==> src/rtl/comparator_serial_cascade.sv <==
// Serial cascade of 2-bit digit compare results (MSB digit first) into one wide gt/eq/lt result.
// Optional macro CMP_CASCADE_EARLY_TERM_EN: finish on the first deciding digit.
module comparator_serial_cascade #(
    parameter int unsigned NUM_DIGITS = 4,
    parameter int unsigned IDX_W      = (NUM_DIGITS > 1) ? $clog2(NUM_DIGITS) : 1
) (
    input  logic             clk,
    input  logic             rst_n,
    input  logic             start,
    input  logic             in_valid,
    output logic             in_ready,
    input  logic             gt_in,
    input  logic             eq_in,
    input  logic             lt_in,
    output logic             res_valid,
    input  logic             res_ready,
    output logic             a_gt,
    output logic             a_eq,
    output logic             a_lt,
    output logic             err,
    output logic             busy,
    output logic [IDX_W-1:0] digit_idx
);

    typedef enum logic [1:0] {IDLE, RUN, DONE} state_t;

    state_t           state_q, state_d;
    logic             run_gt_q, run_gt_d;
    logic             run_lt_q, run_lt_d;
    logic             err_d, in_ready_d, res_valid_d, busy_d;
    logic             a_gt_d, a_eq_d, a_lt_d;
    logic [IDX_W-1:0] digit_idx_d;
    logic             digit_gt, digit_lt, digit_eq, accept, decided, last, finish;

    assign digit_gt = gt_in & ~eq_in & ~lt_in;
    assign digit_lt = lt_in & ~gt_in & ~eq_in;
    assign digit_eq = eq_in & ~gt_in & ~lt_in;
    assign accept   = in_valid & in_ready;
    assign decided  = run_gt_q | run_lt_q;
    assign last     = (digit_idx == IDX_W'(NUM_DIGITS - 1));

`ifdef CMP_CASCADE_EARLY_TERM_EN
    assign finish = last | (~decided & (digit_gt | digit_lt));
`else
    assign finish = last;
`endif

    // Next-state and next-output logic
    always_comb begin
        state_d     = state_q;
        run_gt_d    = run_gt_q;
        run_lt_d    = run_lt_q;
        err_d       = err;
        digit_idx_d = digit_idx;
        a_gt_d      = a_gt;
        a_eq_d      = a_eq;
        a_lt_d      = a_lt;
        case (state_q)
            IDLE: begin
                if (start) begin
                    state_d     = RUN;
                    run_gt_d    = 1'b0;
                    run_lt_d    = 1'b0;
                    err_d       = 1'b0;
                    digit_idx_d = '0;
                end
            end
            RUN: begin
                if (accept) begin
                    digit_idx_d = digit_idx + IDX_W'(1);
                    if (!decided) begin
                        run_gt_d = digit_gt;
                        run_lt_d = digit_lt;
                    end
                    // Malformed digits only flag the error; they count as equal.
                    if (!(digit_gt | digit_lt | digit_eq)) begin
                        err_d = 1'b1;
                    end
                    if (finish) begin
                        state_d = DONE;
                        a_gt_d  = run_gt_d;
                        a_lt_d  = run_lt_d;
                        a_eq_d  = ~(run_gt_d | run_lt_d);
                    end
                end
            end
            DONE: begin
                if (res_ready) begin
                    state_d = IDLE;
                    a_gt_d  = 1'b0;
                    a_eq_d  = 1'b0;
                    a_lt_d  = 1'b0;
                end
            end
            default: state_d = IDLE;
        endcase
        in_ready_d  = (state_d == RUN);
        res_valid_d = (state_d == DONE);
        busy_d      = (state_d != IDLE);
    end

    // State and output registers
    always_ff @(posedge clk or negedge rst_n) begin
        if (!rst_n) begin
            state_q   <= IDLE;
            run_gt_q  <= 1'b0;
            run_lt_q  <= 1'b0;
            err       <= 1'b0;
            digit_idx <= '0;
            a_gt      <= 1'b0;
            a_eq      <= 1'b0;
            a_lt      <= 1'b0;
            in_ready  <= 1'b0;
            res_valid <= 1'b0;
            busy      <= 1'b0;
        end else begin
            state_q   <= state_d;
            run_gt_q  <= run_gt_d;
            run_lt_q  <= run_lt_d;
            err       <= err_d;
            digit_idx <= digit_idx_d;
            a_gt      <= a_gt_d;
            a_eq      <= a_eq_d;
            a_lt      <= a_lt_d;
            in_ready  <= in_ready_d;
            res_valid <= res_valid_d;
            busy      <= busy_d;
        end
    end

endmodule

==> config.mk <==
export PLATFORM = sky130hd
export DESIGN_NAME = comparator_serial_cascade
export DESIGN_NICKNAME = d
export VERILOG_FILES = /design/src/rtl/comparator_serial_cascade.sv
export SDC_FILE = /design/constraint.sdc
export NUM_CORES = 1
export LEC_CHECK = 0
export CORE_MARGIN = 3
export CORE_UTILIZATION = 39
export DETAILED_ROUTE_END_ITERATION = 8
export GPL_ROUTABILITY_DRIVEN = 0
export PLACE_DENSITY = 0.71
export SETUP_SLACK_MARGIN = 0.05
export SYNTH_ARGS = -nofsm -noshare
export SYNTH_HDL_FRONTEND = slang
export SYNTH_SLANG_ARGS = --single-unit
==> constraint.sdc <==
create_clock -name clk -period 1.3 [get_ports clk]
set_input_delay 0.26 -clock clk [delete_from_list [all_inputs] [get_ports clk]]
set_output_delay 0.26 -clock clk [all_outputs]
set_load 0.005 [all_outputs]
After elaboration in Yosys (flattened, before gate mapping)

Index checks and enable logic that the tools add are counted.

Muxes and demuxes: 32
Bitwise gates (word level): 15
Add/sub/neg operators: 1
Reductions and logical operators: 7
Equal/unequal tests: 10

Operators with widths:

| operator            | number |
|---|---|
| $mux 1              | 18 |
| $mux 2              | 6 |
| $pmux 1 s2          | 6 |
| $ne 2x2->1 const B  | 5 |
| $reduce_and 4->1    | 2 |
| $and 1x1->1         | 7 |
| $eq 2x2->1 const B  | 3 |
| $pmux 2 s3          | 1 |
| $reduce_bool 2->1   | 3 |
| $eq 2x1->1 const B  | 2 |
| $not 1->1           | 4 |
| $or 1x1->1          | 4 |
| $pmux 2 s2          | 1 |
| $reduce_and 3->1    | 1 |
| $add 2x1->2 const B | 1 |
| $logic_not 2->1     | 1 |

Output and inout port bits: 9
Input bits: 8
Word-level logic and storage cells: 76
Register bits: 13

Longest topological paths before layout

Gate-level depths: netlist of run 1.

Word-level depth: 11
Gate-level depth with buffers: 4
Gate-level depth less buffers: 4

Least setup slack after synthesis of run 1

No wires, ideal clock.

Path type: flip-flop to flip-flop
Start point: register digit_idx[0]
End point: register a_eq
Required time: 1.218 ns
Setup time: 0.082 ns
Arrival time: 1.158 ns
Path buffers: 0
Path slack: 0.060 ns
Stages on the path, launching flop included: 5
Clock period less this slack: 1.240 ns
Cells stage by stage: dfrtp_1 -> ha_1 -> nand4_2 -> or4_1 -> o22ai_1

Cells in the longest elaborated chain, start to end: 3

RTL lines:

| what                              | line | RTL |
|---|---|---|
| from (decl)                       | 22   | `output logic [IDX_W-1:0] digit_idx` |
| from (signal assigned)            | 121  | `digit_idx <= digit_idx_d;` |
| $eq 2x2->1                        | 40   | `assign last = (digit_idx == IDX_W'(NUM_DIGITS - 1));` |
| $ne 2x2->1 (no source line)       | --   |  |
| $reduce_and 4->1 (no source line) | --   |  |
| to (signal assigned)              | 123  | `a_eq <= a_eq_d;` |
| to (decl)                         | 18   | `output logic a_eq,` |

Every way passes these cells.
A chain may end at the register's enable or synchronous reset.

Worst setup path after layout of run 1

Same ends and word-level chain as after synthesis.

==> metrics.csv, run 1 <==
stage;metric;value;unit
logic_synthesis;synth-compound-area-share;0.0951;
setup_path;crit_path_start_kind;flop;
timing;fin_ws;-0.0785;ns
logic_synthesis;synth_area;566;µm²
clock_tree;clk_pin_slew_worst_paths;0.07;ns
logic_synthesis;synthXorXnorAreaFrac;0.0155;
timing;tightest_slew;0.326;ns
timing;relSlewSlack;0.782;
floorplanning;dieArea;1940;µm²
logic_synthesis;synth_seq_cells;13;
logic_synthesis;syn_nets;63;
logic_synthesis;yosysWarnings;0;
global_routing;grt_use_total;0.134;
global_routing;grt_pass1_wl;1840;µm
global_routing;grt_antenna_before_repair;0;
power;p_int;1100;µW
clock_tree;hold_buffers;0;
timing;finalHoldViolations;0;
routing;drc_errors;0;
clock_tree;cts_buffer_depth;2;
setup_path;end_kind;flop;
global_routing;grt_max_degree;14;
power;cellPowerDensity;1890;nW/µm²
logic_synthesis;synthSimpleGateAreaFrac;0.241;
logic_synthesis;yosys.area_share.adder;0.0221;
power;power_switching;551;µW
power;leakage;0.000384;µW
logic_synthesis;synth_common_cells;dfrtp_1, nor2_1, o21ai_0;
clock_tree;h-tree-depth;1;
layout;nets;93;
logic_synthesis;synth-seq-area-share;0.575;
routing;drtPass1Iterations;2;
hold_path;hp-class;in2async;
clock_tree;clkLatencyLatePin;0.27;ns
logic_synthesis;postSynthAreaPerCell;10.5;µm²
placed_design;port_buffers;16;
logic_synthesis;synth_edf_count;0;
layout;syn_to_final_growth;54.2;%
power;pwr-share-seq;0.411;
routing;totalWireLength;1230;µm
floorplanning;die_h;44.1;µm
clock_tree;tritoncts;yes;
routing;num_vias;493;
power;clockPowerShare;0.148;
power;pwr-share-comb;0.441;
floorplanning;core_area;1330;µm²
routing;wire_per_inst;12.5;µm
timing;clock_skew;0.00115;ns
clock_tree;numCtsBuffers;3;
floorplanning;io_pins;17;
layout;register_area;325;µm²
logic_synthesis;yosys-top-cells-area;dfrtp_1, o21ai_0, nor2_1;
logic_synthesis;synth_most_common_cell;dfrtp_1;
routing;ant_nets;0;
setup_path;arrival;1.58;ns
layout;reg.largest.list;digit_idx (2), state_q (2);
logic_synthesis;synthFlopType;dfrtp_1;
logic_synthesis;synthMuxAreaShare;0.0354;
timing;fin_tns_setup;-0.0785;ns
timing;fmax;725;MHz
logic_synthesis;synth.top_cell.area_share;0.575;
floorplanning;rows;13;
setup_path;path_class;reg2reg;
power;power;1650;µW
layout;fin_util;0.654;
placed_design;pre_cts_ws;-0.272;ns
layout;drive_gt1_frac;0.229;
setup_path;crit_required;1.50;ns
floorplanning;die_x;44.1;µm
layout;fill_cells;115;
layout;multi_input_area;270;µm²
setup_path;crit_path_max_fanout;3;
timing;setup_viol;1;
routing;vias_per_cell;5.03;
power;switching_share;0.334;
logic_synthesis;async_reset_ff_frac;1.00;
run_status;status;finished, violations left;
global_routing;overflow;0;
clock_tree;cts.sinks;13;
timing;fin_crit;1.38;ns
clock_tree;root_buffer;clkbuf_4;
timing;period_share;1.06;
logic_synthesis;synth_top_family_by_area;simple AND/OR/NAND/NOR gates;
global_routing;grt_pass1_vias;435;
run_status;violations;setup timing;
logic_synthesis;yosys.cell_types.count;19;
layout;insertedDiodeCount;0;
routing;drt_iter0_markers;3;
power;peakVddDrop;0.986;mV
placed_design;dp_hpwl;839;µm
timing;slew_viol_final;0;
floorplanning;initial_core_util;0.424;
timing;rsz0062_at_grt;true;
logic_synthesis;yosysTopAreaCell;dfrtp_1;
logic_synthesis;synth_cells;54;
flow_run;maxCapViolCount;0;
-- stage by stage --
step	area, µm²	hold WS [ns]	cells
final	872	0.278	98
after floorplan	566	-0.0356	54
after global placement	785	0.488	90
after global routing	872	0.284	98
after CTS	825	0.272	97
after detailed placement	785	0.493	90
-- layer usage --
| metal | wire length, µm | GRT usage | part of all wire | vias to the layer above |
|---|---|---|---|---|
| met4 | 11 | 0.0542 | 0.0090 | 0 |
| met2 | 587 | 0.215 | 0.48 | 15 |
| li1 | - | - | - | 249 |
| met3 | 90 | 0.0650 | 0.073 | 2 |
| met5 | 0 | 0 | 0 | - |
| met1 | 535 | 0.151 | 0.44 | 227 |
-- placed cells by master (no fill, tap or decap) --
cell,instances
nor2_1,8
nand4b_1,1
clkbuf_1,1
o22ai_2,1
clkbuf_4,3
nand3b_1,1
ha_4,1
mux2i_1,2
nand3_1,2
nor3b_1,1
buf_4,9
o31ai_2,1
dlygate4sd2_1,9
nand2_1,7
or4_4,1
xnor2_1,1
inv_1,1
o21ai_0,8
or3b_4,1
dfrtp_1,13
nor4b_1,2
buf_6,1
nand4_4,1
clkdlybuf4s50_1,7
-- power by group through the flow --
| stage | clock network [µW] | registers [µW] | logic, µW |
|---|---|---|---|
| floorplan | 0 | 679 | 251 |
| global placement | 0 | 673 | 630 |
| detailed placement | 0 | 677 | 638 |
| CTS | 260 | 656 | 638 |
| global route | 274 | 703 | 818 |
| finish | 244 | 677 | 728 |
-- timing repair --
action	in CTS	in global routing
gates cloned	0	0
pin swaps	2	2
endpoints found under the hold margin	0	0
endpoints found under the setup margin	15	10
gates resized for setup	10	7
buffers inserted	3	1
-- cell families (layout without fill, tap and decap cells) --
group / after synthesis / after routing
AOI/OAI and AO/OA: 10 / 10
and+or+nand+nor: 25 / 25
muxes: 2 / 2
adders and majority gates: 1 / 1
buffers and inverters: 2 / 31
xor gates and xnor gates: 1 / 1
DFF: 13 / 13
-- worst max-delay path: stages (launching register included) --
cell and delay [ns]:
dfrtp_1 0.38, buf_6 0.12, ha_4 0.13, nand4_4 0.08, or4_4 0.49, o22ai_2 0.10
-- area by class of cell --
cell class	instances	area share
clock buffers	4	0.0301
inverters	1	0.00430
multi-input cells	39	0.310
flip-flops and latches	13	0.373
well taps	15	0.0215
repair buffers	26	0.261
-- path summary, 6_finish.rpt --
check	from	end	slack, ns	depth (start not counted)
setup / recovery	digit_idx[0]$_DFFE_PN0P_	a_eq$_DFFE_PN0P_	-0.08	5
hold / removal	rst_n	busy$_DFF_PN0_	0.28	2
setup reg to reg	digit_idx[0]$_DFFE_PN0P_	a_eq$_DFFE_PN0P_	-0.08	5
hold reg to reg	a_gt$_DFFE_PN0P_	a_gt$_DFFE_PN0P_	0.52	2
max in group asynchronous	rst_n	err$_DFFE_PN0P_	0.86	2
min in group clk	a_gt$_DFFE_PN0P_	a_gt$_DFFE_PN0P_	0.52	2
No activity file was read; power rests on OpenSTA's default activity.
==> inputs of run 2 (changes only) <==
CAP_MARGIN = 25   (was default)
==> results of run 2 <==
Final layout, timing and power as in run 1 (identical DEF).
==> inputs of run 3 (changes only) <==
ABC_CLOCK_PERIOD_IN_PS = 1700   (was default)
CORE_AREA = 3 3 40 42   (was default)
CORE_MARGIN = default   (was 3)
CORE_UTILIZATION = default   (was 39)
DIE_AREA = 0 0 43 45   (was default)
HOLD_SLACK_MARGIN = 0.15   (was default)
PLACE_DENSITY = 0.73   (was 0.71)
clock period = 1.7 ns   (was 1.3 ns; I/O delays follow)
==> run 3 against run 2 <==
Effect of this change:
- the flow now finishes without violations
- die area fell by 0.41%
- utilization decreased by 5.8 points
- via count down 4.7%
- clock skew increased by 0.00073 ns
- power shrank 31%
- critical path type is now reg2out
- largest power group is now sequential cells
- highest routed layer unchanged
==> metrics.csv, run 3 (same netlist as run 1, synthesis figures left out) <==
stage;metric;value;unit;change
floorplanning;die_x;43;µm;was 44.1 µm
timing;rsz0062_at_grt;false;;was true
setup_path;crit_chain;clkdlybuf4s50_1;;was buf_6 -> ha_4 -> nand4_4 -> or4_4 -> o22ai_2
routing;totalWireLength;1130;µm;was 1230 µm
routing;drtPass1Iterations;4;;was 2
setup_path;crit_path_max_fanout;3;;unchanged
layout;mostFrequentLayoutCells;clkdlybuf4s50_1, dfrtp_1, o21ai_0, nor2_1, nand2_1;;was dfrtp_1, dlygate4sd2_1, buf_4
hold_path;hp-class;in2async;;unchanged
clock_tree;root_buffer;clkbuf_4;;unchanged
clock_tree;hold_buffers;0;;unchanged
floorplanning;die_h;45;µm;was 44.1 µm
setup_path;path_buf_inv;1;;unchanged
setup_path;end_kind;primary output;;was flop
timing;period_share;0.902;;
clock_tree;cts_resized;0;;was 10
clock_tree;cts.sinks;13;;unchanged
setup_path;cp_top_family;buffers and inverters;;was simple AND/OR/NAND/NOR gates
timing;setup_viol;0;;was 1
clock_tree;clk_pin_slew_worst_paths;0.08;ns;was 0.07 ns
power;pwr-share-seq;0.465;;was 0.411
timing;fmax;652;MHz;
setup_path;reg2reg_setup_slack;0.37;ns;was -0.08 ns
timing;finalHoldViolations;0;;unchanged
floorplanning;core_area;1280;µm²;was 1330 µm²
power;clockPowerShare;0.163;;was 0.148
clock_tree;numCtsBuffers;3;;unchanged
timing;fin_crit;1.53;ns;
floorplanning;dieArea;1940;µm²;about the same
routing;vias_per_cell;5.34;;was 5.03
routing;drc_errors;0;;unchanged
setup_path;arrival;1.19;ns;was 1.58 ns
timing;fin_tns_setup;0;ns;was -0.0785 ns
setup_path;cp_slowest_cell;clkdlybuf4s50_1;;was or4_4
routing;drt_iter0_markers;11;;was 3
power;leakage;0.000320;µW;was 0.000384 µW
flow_run;maxCapViolCount;0;;unchanged
clock_tree;h-tree-depth;1;;unchanged
global_routing;grt_max_degree;14;;unchanged
clock_tree;post_cts_buffers;0;;was 3
setup_path;crit_required;1.36;ns;was 1.50 ns
power;p_int;773;µW;was 1100 µW
layout;syn_to_final_growth;35.4;%;was 54.2%
floorplanning;initial_core_util;0.440;;was 0.424
clock_tree;clkLatencyLatePin;0.27;ns;about the same
power;pwr-share-comb;0.372;;was 0.441
power;peakVddDrop;0.660;mV;was 0.986 mV
floorplanning;io_pins;17;;unchanged
routing;ant_nets;0;;unchanged
placed_design;dp_hpwl;861;µm;was 839 µm
power;power_switching;367;µW;was 551 µW
global_routing;grt_pass1_vias;455;;was 435
run_status;status;complete, no violations;;was finished, violations left
global_routing;overflow;0;;unchanged
timing;slew_viol_final;0;;unchanged
routing;num_vias;470;;was 493
power;cellPowerDensity;1490;nW/µm²;was 1890 nW/µm²
setup_path;crit_path_start_kind;flop;;unchanged
layout;reg.largest.list;digit_idx (2), state_q (2);;unchanged
routing;wire_per_inst;12.9;µm;was 12.5 µm
layout;nets;83;;was 93
timing;relSlewSlack;0.620;;was 0.782
setup_path;path_class;reg2out;;was reg2reg
clock_tree;tritoncts;yes;;unchanged
global_routing;grt_use_total;0.135;;was 0.134
layout;insertedDiodeCount;0;;unchanged
power;switching_share;0.322;;was 0.334
placed_design;port_buffers;16;;unchanged
timing;tightest_slew;0.569;ns;was 0.326 ns
layout;final_common_cell;clkdlybuf4s50_1;;was dfrtp_1
setup_path;max_stage_delay;0.52;ns;was 0.49 ns
floorplanning;rows;13;;unchanged
global_routing;grt_antenna_before_repair;0;;unchanged
global_routing;grt_pass1_wl;1930;µm;was 1840 µm
layout;drive_gt1_frac;0.0685;;was 0.229
clock_tree;cts_buffer_depth;2;;unchanged
power;power;1140;µW;was 1650 µW
timing;clock_skew;0.00188;ns;was 0.00115 ns
==> run 3: cell types whose count changed in the layout (fill, tap and decap cells not counted), sizes merged <==
cell	before	now
buf	10	0
clkdlybuf4s50	7	16
dlygate4sd2	9	0
==> run 3: routing by layer <==
metal  track usage  vias up  share of wire
li1              -      229              -
met1         0.177      216           0.46
met2         0.216       21           0.46
met3        0.0359        4          0.067
met4        0.0542        0          0.013
met5             0        -              0
==> run 3: path summary, 6_finish.rpt <==
check                                startpoint                        to  depth (start not counted)
max in group asynchronous                 rst_n  digit_idx[1]$_DFFE_PN0P_                          1
min in group clk                err$_DFFE_PN0P_           err$_DFFE_PN0P_                          2
min reg2reg                     err$_DFFE_PN0P_           err$_DFFE_PN0P_                          2
min                                       rst_n          a_eq$_DFFE_PN0P_                          1
max                          in_ready$_DFF_PN0_                  in_ready                          1
max reg2reg                state_q[1]$_DFF_PN0_  digit_idx[1]$_DFFE_PN0P_                          3
==> run 3: stage by stage <==
| stage | util | setup slack [ns] | hold slack, ns | area (µm²) | std cells |
|---|---|---|---|---|---|
| after floorplan | - | 0.460 | 0.0444 | 566 | 54 |
| after global placement | 0.575 | 0.0496 | 0.487 | 739 | 84 |
| after detailed placement | 0.575 | 0.0339 | 0.492 | 739 | 84 |
| after CTS | 0.596 | 0.165 | 0.447 | 766 | 88 |
| after global routing | 0.596 | 0.106 | 0.462 | 766 | 88 |
| final | 0.596 | 0.167 | 0.430 | 766 | 88 |
==> run 3: cell type report <==
cell class / count / area (µm²)
Fill cell: 126 / 519
Sequential cell: 13 / 325
Multi-Input combinational cell: 39 / 231
Inverter: 1 / 3.75
Tap cell: 15 / 18.8
Timing Repair Buffer: 16 / 160
Clock buffer: 4 / 26.3
==> run 3: power by group through the flow <==
stage	combinational [µW]	clock, µW	sequential [µW]
after CTS	434	191	528
final	424	186	530
after floorplan	192	0	519
after global routing	473	212	549
after global placement	422	0	528
after detailed placement	431	0	533
==> run 3: worst reg2reg max path: stages (launching register included) <==
cell,delay [ns]
dfrtp_1,0.48
or3b_2,0.54
nand3_1,0.10
o21ai_0,0.09
